## config.mk

```make
export PLATFORM = sky130hd
export DESIGN_NAME = sl_tx_queued
export DESIGN_NICKNAME = d
export VERILOG_FILES = /design/src/rtl/sl_pkg.sv /design/src/rtl/sl_tx_fifo.sv /design/src/rtl/sl_tx_queued.sv
export SDC_FILE = /design/constraint.sdc
export NUM_CORES = 1
export LEC_CHECK = 0
export ABC_AREA = 0
export BUFFER_PORTS_ARGS = -buffer_cell sky130_fd_sc_hd__buf_2
export CAP_MARGIN = 20
export CORE_ASPECT_RATIO = 1.2
export CORE_UTILIZATION = 55
export CTS_CLUSTER_DIAMETER = 120
export CTS_CLUSTER_SIZE = 8
export DETAILED_ROUTE_END_ITERATION = 10
export GPL_TIMING_DRIVEN = 0
export MAX_ROUTING_LAYER = met4
export PLACE_DENSITY = 0.76
export SLEW_MARGIN = 20
export SYNTH_ARGS = -nofsm -noshare
export SYNTH_HDL_FRONTEND = slang
export SYNTH_SLANG_ARGS = --single-unit
export TNS_END_PERCENT = 1
```

## constraint.sdc

```tcl
create_clock -name clk -period 2.94 [get_ports clk]
set_input_delay 0.588 -clock clk [delete_from_list [all_inputs] [get_ports clk]]
set_output_delay 0.588 -clock clk [all_outputs]
set_load 0.02 [all_outputs]
```

## src/rtl/sl_pkg.sv

```systemverilog
// Shared types and helpers for the queued SL transmitter.
package sl_pkg;

  localparam int unsigned SL_MAX_W = 32;

  typedef enum logic [1:0] {
    MODE8  = 2'b00,
    MODE16 = 2'b01,
    MODE24 = 2'b10,
    MODE32 = 2'b11
  } sl_mode_t;

  typedef enum logic [1:0] {
    IDLE,
    LOW,
    HIGH,
    GAP
  } sl_tx_state_t;

  function automatic logic [5:0] mode_len(input sl_mode_t m);
    case (m)
      MODE8:   return 6'd8;
      MODE16:  return 6'd16;
      MODE24:  return 6'd24;
      default: return 6'd32;
    endcase
  endfunction

endpackage

```

## src/rtl/sl_tx_fifo.sv

```systemverilog
// Synchronous FIFO holding {mode, data} words for the SL transmitter.
module sl_tx_fifo #(
  parameter int unsigned DEPTH = 4,
  parameter int unsigned W     = 34
) (
  input  logic                         clk,
  input  logic                         reset,
  input  logic                         push,
  input  logic [W-1:0]                 wdata,
  input  logic                         pop,
  output logic [W-1:0]                 rdata,
  output logic                         full,
  output logic                         empty,
  output logic [$clog2(DEPTH+1)-1:0]   level
);

  localparam int unsigned AW = $clog2(DEPTH);
  localparam int unsigned LW = $clog2(DEPTH+1);

  logic [W-1:0]  mem [DEPTH];
  logic [AW-1:0] wptr;
  logic [AW-1:0] rptr;
  logic [LW-1:0] cnt;
  logic          do_push;
  logic          do_pop;

  assign do_push = push && !full;
  assign do_pop  = pop && !empty;
  assign full    = (cnt == LW'(DEPTH));
  assign empty   = (cnt == '0);
  assign level   = cnt;
  assign rdata   = mem[rptr];

  always_ff @(posedge clk) begin
    if (do_push) begin
      mem[wptr] <= wdata;
    end
  end

  // DEPTH is a power of two, so the pointers wrap on their own.
  always_ff @(posedge clk) begin
    if (!reset) begin
      wptr <= '0;
      rptr <= '0;
      cnt  <= '0;
    end else begin
      if (do_push) wptr <= wptr + 1'b1;
      if (do_pop)  rptr <= rptr + 1'b1;
      case ({do_push, do_pop})
        2'b10:   cnt <= cnt + 1'b1;
        2'b01:   cnt <= cnt - 1'b1;
        default: cnt <= cnt;
      endcase
    end
  end

endmodule

```

## src/rtl/sl_tx_queued.sv

```systemverilog
// Queued SL transmitter: FIFO-fed, per-word length, MSB-first serialiser.
// Define SL_TX_PARITY_EN to append an odd-parity bit after each word.
module sl_tx_queued
  import sl_pkg::*;
#(
  parameter int unsigned DEPTH    = 4,
  parameter int unsigned CLK_DIV  = 4,
  parameter int unsigned GAP_BITS = 4
) (
  input  logic                         clk,
  input  logic                         reset,
  input  logic                         en,
  input  logic                         in_valid,
  output logic                         in_ready,
  input  logic [31:0]                  in_data,
  input  logic [1:0]                   in_mode,
  output logic                         sl0,
  output logic                         sl1,
  output logic                         busy,
  output logic [$clog2(DEPTH+1)-1:0]   level
);

  localparam int unsigned PW      = $clog2(CLK_DIV+1);
  localparam int unsigned GAP_CYC = GAP_BITS * 2 * CLK_DIV;
  localparam int unsigned GW      = $clog2(GAP_CYC+1);

  logic               rdy_q;
  logic               full;
  logic               empty;
  logic               push;
  logic               pop;
  logic [33:0]        head;

  sl_tx_state_t       state;
  logic [SL_MAX_W:0]  shreg;
  logic [5:0]         bitcnt;
  logic [PW-1:0]      phase;
  logic [GW-1:0]      gapcnt;

  sl_mode_t           hmode;
  logic [5:0]         hlen;
  logic [5:0]         nbits;
  logic [31:0]        mask;
  logic [31:0]        masked;
  logic               par;
  logic [SL_MAX_W:0]  load;

  assign in_ready = rdy_q && !full;
  assign push     = in_valid && in_ready;
  assign pop      = (state == IDLE) && en && !empty;

  sl_tx_fifo #(
    .DEPTH (DEPTH),
    .W     (34)
  ) u_fifo (
    .clk   (clk),
    .reset (reset),
    .push  (push),
    .wdata ({in_mode, in_data}),
    .pop   (pop),
    .rdata (head),
    .full  (full),
    .empty (empty),
    .level (level)
  );

  // Align the active field (plus parity) to the top of a 33-bit shift register.
  always_comb begin
    hmode  = sl_mode_t'(head[33:32]);
    hlen   = mode_len(hmode);
    mask   = (hlen == 6'd32) ? '1 : ((32'd1 << hlen) - 32'd1);
    masked = head[31:0] & mask;
`ifdef SL_TX_PARITY_EN
    par    = ~(^masked);
    nbits  = hlen + 6'd1;
`else
    par    = 1'b0;
    nbits  = hlen;
`endif
    load   = {masked, par} << (6'd32 - hlen);
  end

  // Line registers follow the state one cycle later.
  always_ff @(posedge clk) begin
    if (!reset) begin
      state  <= IDLE;
      shreg  <= '0;
      bitcnt <= '0;
      phase  <= '0;
      gapcnt <= '0;
      sl0    <= 1'b1;
      sl1    <= 1'b1;
      busy   <= 1'b0;
      rdy_q  <= 1'b0;
    end else begin
      rdy_q <= 1'b1;
      sl0   <= !((state == LOW) && !shreg[SL_MAX_W]);
      sl1   <= !((state == LOW) &&  shreg[SL_MAX_W]);
      case (state)
        IDLE: begin
          if (pop) begin
            state  <= LOW;
            shreg  <= load;
            bitcnt <= nbits - 6'd1;
            phase  <= PW'(CLK_DIV - 1);
            busy   <= 1'b1;
          end
        end
        LOW: begin
          if (phase == '0) begin
            state <= HIGH;
            phase <= PW'(CLK_DIV - 1);
            shreg <= shreg << 1;
          end else begin
            phase <= phase - 1'b1;
          end
        end
        HIGH: begin
          if (phase == '0) begin
            if (bitcnt == '0) begin
              state  <= GAP;
              gapcnt <= GW'(GAP_CYC - 1);
            end else begin
              state  <= LOW;
              bitcnt <= bitcnt - 6'd1;
              phase  <= PW'(CLK_DIV - 1);
            end
          end else begin
            phase <= phase - 1'b1;
          end
        end
        GAP: begin
          if (gapcnt == '0) begin
            state <= IDLE;
            busy  <= 1'b0;
          end else begin
            gapcnt <= gapcnt - 1'b1;
          end
        end
        default: state <= IDLE;
      endcase
    end
  end

endmodule

```

==> metrics.md, run 1 <==
| Metric | Value |
|---|---|
| Die footprint | 16400 um2 |
| Fraction of registers with async set/reset | 0 |
| Layout Nets | 787 |
| RSZ-0062 raised after global routing | no |
| Number of DRC markers in iteration 0 | 457 |
| Final setup viols | 0 |
| DRT Wirelength | 20.4 mm |
| Initial Util | 0.561 |
| Post-synthesis adder-cell area fraction | 0.0295 |
| Vias after detailed routing | 5889 |
| Pins Over Slew Limit | 0 |
| Die W | 117 um |
| Worst-Margin Slew | 1.03 ns |
| R2R cell count | 9 |
| Design area | 9960 um2 |
| First-pass DRT Iterations | 5 |
| CTS Root Buffer Type | clkbuf_16 |
| Period minus WS final | 2.82 ns |
| Std cell rows | 50 |
| Depth of the CTS H-tree | 4 |
| Ys flop type | edfxtp_1 |
| Crit Path Max Fanout | 10 |
| Yosys warns | 0 |
| CP required | 3.30 ns |
| Syn Area/Cell | 13.2 um2 |
| Max-slew headroom | 0.312 |
| Synth Area in Compound Gates | 0.128 |
| CORE AREA | 15600 um2 |
| Placed Area | 9310 um2 |
| Clock transition at the registers of the reported paths | 0.08 ns |
| Largest net degree at the start of global routing | 27 |
| Die Span Y | 140 um |
| Sink Count | 198 |
| Layout cell share with drive strength beyond 1 | 0.216 |
| Vias in the first global route | 5942 |
| XOR/XNOR Fraction of Synth Area | 0.00902 |
| CTS max path bufs | 2 |
| Skew final | 0.00892 ns |
| Sequential area share after synthesis | 0.609 |
| CP arrival | 3.18 ns |
| Hold depth | 1 |
| Synthesis-to-layout area growth | 14.0% |
| Mapped Nets | 720 |
| Max Cap Violations | 0 |
| R2R Setup Slk | 0.12 ns |
| Post-DRT Antenna Nets | 0 |
| RR Endpoint | shreg[11] |
| Final worst slack | 0.116 ns |
| Hold Startpoint | reset |
| Yosys reg bits | 198 |
| Vias/cell | 6.20 |
| Synth Cell Area | 8740 um2 |
| DRC violations left | 0 |
| Main combinational cell family by area after synthesis | compound AO/OA/AOI/OAI gates |
| Fillcell total | 1162 |
| CTS tree | done |
| Initial antenna violation count | 0 |
| Leakage | 0.00334 uW |
| Worst-Skew Late Latency | 0.44 ns |
| Diode count | 0 |
| Highest Clock Rate | 354 MHz |
| Gp weighted congestion | 0.949 |
| Post-DP HPWL | 14.2 mm |
| Status | complete, no violations |
| Maximum vdd ir drop | 671 uV |
| Tot Pwr | 9170 uW |
| Setup crit end kind | flop |
| Syn Inst Count | 662 |
| # IOs | 45 |
| Worst hold slack | 0.336 ns |
| Average routed wire per standard cell | 21.5 um |
| Post-synth EDFFs | 136 |
| Port Buffers | 44 |
| Critical setup path kind | flop to flop |
| Mux contribution to synthesized area | 0.103 |
| Crit start category | flop |
| Simple-gate share of the synthesized area | 0.0886 |
| Dpl ws | -0.635 ns |
| Post-synthesis cell type count | 70 |
| Number of CTS-inserted buffers | 17 |
| Worst hold path class | input pin to flop |
| Hold worst-path end | rdy_q |
| Tcrit/Tclk final | 0.960 |
| Final hold vios | 0 |
| Gr usage total | 0.275 |
| Power Density | 921 nW/um2 |
| First-pass GRT wire length | 31.7 mm |
| Overflow left after global routing | 0 |
## power by group
group	total (uW)	switching (uW)	internal [uW]	leakage, uW
Clock	2390	1100	1290	0.000297
Sequential	3540	237	3300	0.00174
Combinational	3250	2010	1240	0.00130
Total	9170	3340	5830	0.00334
## cell usage in the layout, fill, tap and decap left out, types with 4 or more instances in the layout
master	count
edfxtp_1	136
dfxtp_1	61
buf_2	55
o21ai_0	46
nand2_1	37
a21oi_1	35
mux2i_1	25
nor2_1	25
nor3_1	21
mux4_2	19
a221oi_1	19
inv_1	18
ha_1	18
clkbuf_16	17
a211oi_1	15
nand3_1	13
o22ai_1	13
clkbuf_1	12
or3_1	11
mux2_2	11
o211ai_1	8
nor2b_1	6
buf_4	6
and3_1	6
xor2_1	5
a31oi_1	4
and2_1	4
and3_2	4
nand4_1	4
xnor2_1	4
buf_12	4
## through the flow
stage                     instances  setup TNS (ns)  utilization
final                           950               0        0.639
after global routing            950               0        0.639
after CTS                       950               0        0.639
after detailed placement        918          -10.49        0.597
after global placement          914           -9.27        0.592
after floorplan                 662               0            -
## cell families (layout without fill, tap and decap cells)
logic type	count (synthesis)	count (layout)
simple gates	149	149
fa+ha+maj	20	20
compound gates	166	166
flops	198	198
xor+xnor	9	9
buf+inv	59	139
mux	61	61
## synth_stat cells (3+ instances only)
| master | n | area (um2) |
|---|---|---|
| nand3_1 | 13 | 65.1 |
| edfxtp_1 | 136 | 4080 |
| xor2_1 | 5 | 43.8 |
| clkbuf_1 | 15 | 56.3 |
| nand2_1 | 37 | 139 |
| mux2i_1 | 26 | 260 |
| a31oi_1 | 4 | 25.0 |
| nor3_1 | 21 | 105 |
| a211oi_1 | 15 | 113 |
| or3_1 | 11 | 68.8 |
| mux4_2 | 19 | 428 |
| buf_6 | 4 | 45.0 |
| a21oi_1 | 35 | 175 |
| xnor2_1 | 4 | 35.0 |
| nor2_1 | 25 | 93.8 |
| o21ai_0 | 46 | 230 |
| o211ai_1 | 8 | 60.1 |
| o21a_1 | 3 | 22.5 |
| ha_1 | 19 | 238 |
| and2_1 | 4 | 25.0 |
| inv_1 | 19 | 71.3 |
| buf_2 | 12 | 60.1 |
| nor2b_1 | 6 | 37.5 |
| o22ai_1 | 13 | 81.3 |
| dfxtp_1 | 62 | 1240 |
| mux2_2 | 11 | 124 |
| nand4_1 | 4 | 25.0 |
| a221oi_1 | 19 | 166 |
| buf_4 | 4 | 30.0 |
| buf_1 | 3 | 11.3 |
| and3_1 | 10 | 62.6 |
## metal layers
layer | global-route usage | part of all wire
met2 | 0.461 | 0.51
met3 | 0.0428 | 0.051
met1 | 0.319 | 0.40
met5 | - | 0
met4 | 0.138 | 0.036
## critical path, stage by stage (launching register included)
cell and delay [ns]:
dfxtp_4 0.41, buf_8 0.18, buf_16 0.12, mux4_2 0.54
inv_1 0.11, ha_1 0.35, nand3b_1 0.36, o22ai_1 0.41
a211oi_1 0.09, nor3_1 0.15
## final cells by class
type | count | area (um2) | area share
buffer | 36 | 219 | 0.0220
multi-input combinational | 405 | 3150 | 0.316
clock inverter | 15 | 186 | 0.0187
clock buffer | 17 | 425 | 0.0427
timing repair buffer | 50 | 315 | 0.0317
sequential | 198 | 5330 | 0.535
inverter | 21 | 78.8 | 0.00791
tap | 208 | 260 | 0.0261
## how the worst max path moves through the flow
stage / slack, ns / cells after the start / to
after detailed placement: -0.64 / 12 / shreg[27]
after global routing: 0.002 / 10 / shreg[29]
after global placement: -0.60 / 12 / shreg[29]
after CTS: 0.09 / 10 / shreg[27]
after floorplan: 0.07 / 12 / shreg[31]
final: 0.12 / 9 / shreg[11]
## flip-flops by register name, summed over array words and instances, names as in the netlist, 2 cells and up, named ones only
name,count
shreg,32
state,2
u_fifo.rptr,2
u_fifo.level,3
u_fifo.wptr,2
phase,3
u_fifo.mem,136
gapcnt,6
bitcnt,6
## timing repair
item / in CTS / in global routing
buffers inserted: 2 / 0
resized for setup: 10 / 4
hold buffers: 0 / 0
setup endpoints to repair: 34 / 7
gates cloned: 0 / 0
No activity file was read; power rests on OpenSTA's default activity.
==> inputs of run 2 (changes only) <==
--- a/config.mk
+++ b/config.mk
@@ -9,13 +9,14 @@
 export BUFFER_PORTS_ARGS = -buffer_cell sky130_fd_sc_hd__buf_2
 export CAP_MARGIN = 20
 export CORE_ASPECT_RATIO = 1.2
-export CORE_UTILIZATION = 55
+export CORE_UTILIZATION = 57
+export CTS_BUF_LIST = sky130_fd_sc_hd__clkbuf_8
 export CTS_CLUSTER_DIAMETER = 120
 export CTS_CLUSTER_SIZE = 8
 export DETAILED_ROUTE_END_ITERATION = 10
 export GPL_TIMING_DRIVEN = 0
 export MAX_ROUTING_LAYER = met4
-export PLACE_DENSITY = 0.76
+export PLACE_DENSITY = 0.78
 export SLEW_MARGIN = 20
 export SYNTH_ARGS = -nofsm -noshare
 export SYNTH_HDL_FRONTEND = slang
==> metrics.md, run 2 (synthesis results as in run 1) <==
| Metric | Value |
|---|---|
| Critical setup path kind | flop to flop |
| Vias in the first global route | 5677 |
| Vias/cell | 6.17 |
| Vias after detailed routing | 5829 |
| Worst-Skew Late Latency | 0.46 ns |
| Skew final | 0.0106 ns |
| Max Cap Violations | 0 |
| Sink Count | 198 |
| Tcrit/Tclk final | 0.966 |
| CTS tree | done |
| Biggest register | u_fifo.mem |
| # IOs | 45 |
| Die footprint | 15800 um2 |
| Number of DRC markers in iteration 0 | 529 |
| CP arrival | 3.17 ns |
| Depth of the CTS H-tree | 4 |
| Biggest regs | u_fifo.mem (136), shreg (32) |
| Initial Util | 0.584 |
| Setup crit end kind | flop |
| First-pass GRT wire length | 30.7 mm |
| Layout cell share with drive strength beyond 1 | 0.212 |
| Layout Nets | 786 |
| Crit start category | flop |
| Port Buffers | 44 |
| CTS max path bufs | 2 |
| Gp weighted congestion | 0.933 |
| Synthesis-to-layout area growth | 11.3% |
| Std cell rows | 49 |
| RSZ-0062 raised after global routing | yes |
| Maximum vdd ir drop | 554 uV |
| Clock transition at the registers of the reported paths | 0.10 ns |
| Highest Clock Rate | 352 MHz |
| CTS Hold Bufs | 0 |
| Die Span Y | 138 um |
| Crit Path Max Fanout | 19 |
| Gr usage total | 0.277 |
| Worst hold path class | input pin to flop |
| R2R Setup Slk | 0.1 ns |
| CTS Root Buffer Type | clkbuf_8 |
| Leakage | 0.00324 uW |
| Most frequent cells in the layout | edfxtp_1, dfxtp_1, buf_2 |
| Average routed wire per standard cell | 21.2 um |
| Most common cell after layout, fill and taps aside | edfxtp_1 |
| Max reg flops | 136 |
| Number of CTS-inserted buffers | 17 |
| Final setup viols | 0 |
| First-pass DRT Iterations | 6 |
| Post-DP HPWL | 14.4 mm |
| Worst hold slack | 0.279 ns |
| Post-DRT Antenna Nets | 0 |
| DRC violations left | 0 |
| Max-slew headroom | 0.341 |
| TNS Setup | 0 ns |
| Diode count | 0 |
| CORE AREA | 15000 um2 |
| Largest net degree at the start of global routing | 27 |
| Die W | 115 um |
| Period minus WS final | 2.84 ns |
| Power Density | 871 nW/um2 |
| Pins Over Slew Limit | 0 |
| Overflow left after global routing | 0 |
| Final hold vios | 0 |
| Worst-Margin Slew | 0.987 ns |
| Initial antenna violation count | 0 |
| CP required | 3.27 ns |
| DRT Wirelength | 20.1 mm |
| Status | complete, no violations |
## run 2: critical path, cell delays in order (launching register included)
cell and delay [ns]:
dfxtp_1 0.40, buf_8 0.22, mux2i_2 0.31, mux2_4 0.29, buf_6 0.18, ha_2 0.25, or2b_4 0.19, o22ai_1 0.17
mux2_2 0.31, a221oi_1 0.28, a211oi_1 0.10
## run 2: worst paths after layout
kind                                start        end  cells after the start
worst max-delay path                 flop  shreg[29]                     10
worst min-delay path                reset      rdy_q                      1
worst max register to register       flop  shreg[29]                     10
worst min register to register  shreg[32]        sl1                      1
## run 2: final cells by class
class                      instances  area (um2)
fill                            1141        5240
sequential                       198        5330
timing repair buffer              50         315
clock inverter                    15         154
tap                              204         255
multi-input combinational        405        3150
clock buffer                      17         234
buffer                            35         208
inverter                          21        78.8
## run 2: timing repair
item / CTS / global route
resized for setup: 8 / 4
endpoints found under the setup margin: 34 / 20
setup buffers: 2 / 0
endpoints found under the hold margin: 0 / 0
## run 2: routing by layer
metal,GRT usage,vias up,part of all wire
li1,-,2698,-
met1,0.324,2840,0.40
met2,0.462,230,0.51
met3,0.0458,61,0.053
met4,0.146,0,0.035
met5,-,-,0
## run 2: power breakdown
part | switching [uW] | internal, uW
sequential | 226 | 3300
combinational | 1990 | 1230
clock | 954 | 767
total | 3170 | 5300
## run 2: stage by stage
stage	std cells	cell area, um2	setup WS, ns	total power, uW	util
2_1_floorplan	662	8740	0.0717	5790	-
3_3_place_gp	910	9220	-0.550	6590	0.616
3_5_place_dp	914	9300	-0.637	6700	0.622
4_1_cts	945	9710	0.0726	8430	0.649
5_1_grt	945	9720	-0.0384	8900	0.650
6_report	945	9720	0.0993	8470	0.650
==> inputs of run 3 (changes only) <==
--- a/config.mk
+++ b/config.mk
@@ -8,7 +8,6 @@
 export ABC_AREA = 0
 export BUFFER_PORTS_ARGS = -buffer_cell sky130_fd_sc_hd__buf_2
 export CAP_MARGIN = 20
-export CORE_ASPECT_RATIO = 1.2
 export CORE_UTILIZATION = 57
 export CTS_BUF_LIST = sky130_fd_sc_hd__clkbuf_8
 export CTS_CLUSTER_DIAMETER = 120
==> metrics.md, run 3 (synthesis results as in run 1) <==
| Metric | Value |
|---|---|
| Setup crit end kind | flop |
| Placed Area | 9280 um2 |
| Period minus WS final | 2.84 ns |
| Highest Clock Rate | 352 MHz |
| Final hold vios | 0 |
| Slowest-stage cell, CP | mux4_2 |
| GR met3 Demand/Resource | 0.0607 |
| Critical setup path kind | flop to flop |
| Sink Count | 198 |
| Design area | 9770 um2 |
| Biggest register | u_fifo.mem |
| Status | complete, no violations |
| Tcrit/Tclk final | 0.967 |
| Skew final | 0.0135 ns |
| Worst hold slack | 0.284 ns |
| Maximum vdd ir drop | 406 uV |
| Die Span Y | 126 um |
| Post-DRT Antenna Nets | 0 |
| Leakage | 0.00327 uW |
| CP arrival | 3.17 ns |
| CTS Hold Bufs | 0 |
| CP max stage delay | 0.40 ns |
| Crit Path Max Fanout | 10 |
| CORE AREA | 14800 um2 |
| CP required | 3.27 ns |
| Crit start category | flop |
| Gr usage total | 0.274 |
| M2 GR Usage | 0.421 |
| DRC violations left | 0 |
| Diode count | 0 |
| Initial Util | 0.592 |
| Most common cell after layout, fill and taps aside | edfxtp_1 |
| Overflow left after global routing | 0 |
| Number of CTS-inserted buffers | 17 |
| Cells along the critical path | buf_6 > buf_2 > mux4_2 > inv_1 > ha_4 > or2b_4 > o22ai_1 > mux2_2 > a221oi_1 > a211oi_1 |
| Biggest regs | u_fifo.mem (136), shreg (32) |
| Most Used Layer, Global Route | met2 |
| CTS Root Buffer Type | clkbuf_8 |
| Worst-Margin Slew | 0.833 ns |
| Vias/cell | 6.39 |
| Worst hold path class | input pin to flop |
| Die W | 126 um |
| Layout cell share with drive strength beyond 1 | 0.224 |
| Pins Over Slew Limit | 0 |
| DRT Wirelength | 19.9 mm |
| First-pass DRT Iterations | 5 |
| Max reg flops | 136 |
| Initial antenna violation count | 0 |
| Clock transition at the registers of the reported paths | 0.10 ns |
| Final worst slack | 0.0967 ns |
| Max-slew headroom | 0.444 |
| Vias after detailed routing | 5932 |
| Most frequent cells in the layout | edfxtp_1, dfxtp_1, buf_2 |
| Gp weighted congestion | 0.915 |
| CTS max path bufs | 2 |
| Die footprint | 15800 um2 |
| Vias in the first global route | 5881 |
| Met1 Use GR | 0.348 |
| Worst-Skew Late Latency | 0.47 ns |
| Largest net degree at the start of global routing | 29 |
| Fillcell total | 1106 |
| First-pass GRT wire length | 31.4 mm |
| Max Cap Violations | 0 |
| Tot Pwr | 8540 uW |
| Power Density | 874 nW/um2 |
| CTS tree | done |
| Crit path buffers/inverters | 3 |
| Number of DRC markers in iteration 0 | 603 |
| Post-DP HPWL | 13.8 mm |
| Layout Nets | 790 |
| Layout Utilization | 0.662 |
| Top cell family by delay on the critical path | multiplexers |
| Final setup viols | 0 |
| # IOs | 45 |
| Dpl ws | -0.778 ns |
| Std cell rows | 44 |
| Depth of the CTS H-tree | 4 |
| Average routed wire per standard cell | 21.4 um |
| Synthesis-to-layout area growth | 11.8% |
| Port Buffers | 44 |
run 3: cell count changes in the layout (fill, tap and decap cells not counted), sizes merged:
cell      change
buf           +4
inv           -4
clkinv        +1
clkbuf        +1
clkinvlp      +2
run 3: cell type report:
| type | count | area, um2 | area share |
|---|---|---|---|
| timing repair buffer | 53 | 338 | 0.0346 |
| clock inverter | 14 | 146 | 0.0150 |
| sequential | 198 | 5330 | 0.546 |
| inverter | 21 | 78.8 | 0.00807 |
| clock buffer | 18 | 248 | 0.0254 |
| tap | 184 | 230 | 0.0236 |
| buffer | 36 | 216 | 0.0222 |
| multi-input combinational | 405 | 3180 | 0.326 |
run 3: worst paths after layout:
kind,end,slack [ns],cells past startpoint,startpoint
min,rdy_q,0.28,1,reset
min reg2reg,sl1,0.42,1,shreg[32]
max,shreg[29],0.1,10,flop
max reg2reg,shreg[29],0.1,10,flop
run 3: report_power, final:
group	switching [uW]	internal [uW]
sequential	227	3300
combinational	2000	1280
clock	953	785
run 3: timing repair:
action | in CTS | in global routing
setup buffers | 0 | 5
pin swaps | 0 | 0
resized for setup | 8 | 10
setup endpoints to repair | 34 | 19
run 3: per-stage QoR:
| step | setup TNS (ns) | cells |
|---|---|---|
| floorplan | 0 | 662 |
| global placement | -11.34 | 890 |
| detailed placement | -11.88 | 894 |
| CTS | -0.195 | 924 |
| global route | -0.00296 | 929 |
| finish | 0 | 929 |
run 3: per-layer routing:
| layer | routed length (um) | share of wire |
|---|---|---|
| met1 | 8140 | 0.41 |
| met2 | 9780 | 0.49 |
| met3 | 1270 | 0.064 |
| met4 | 668 | 0.034 |
| met5 | 0 | 0 |
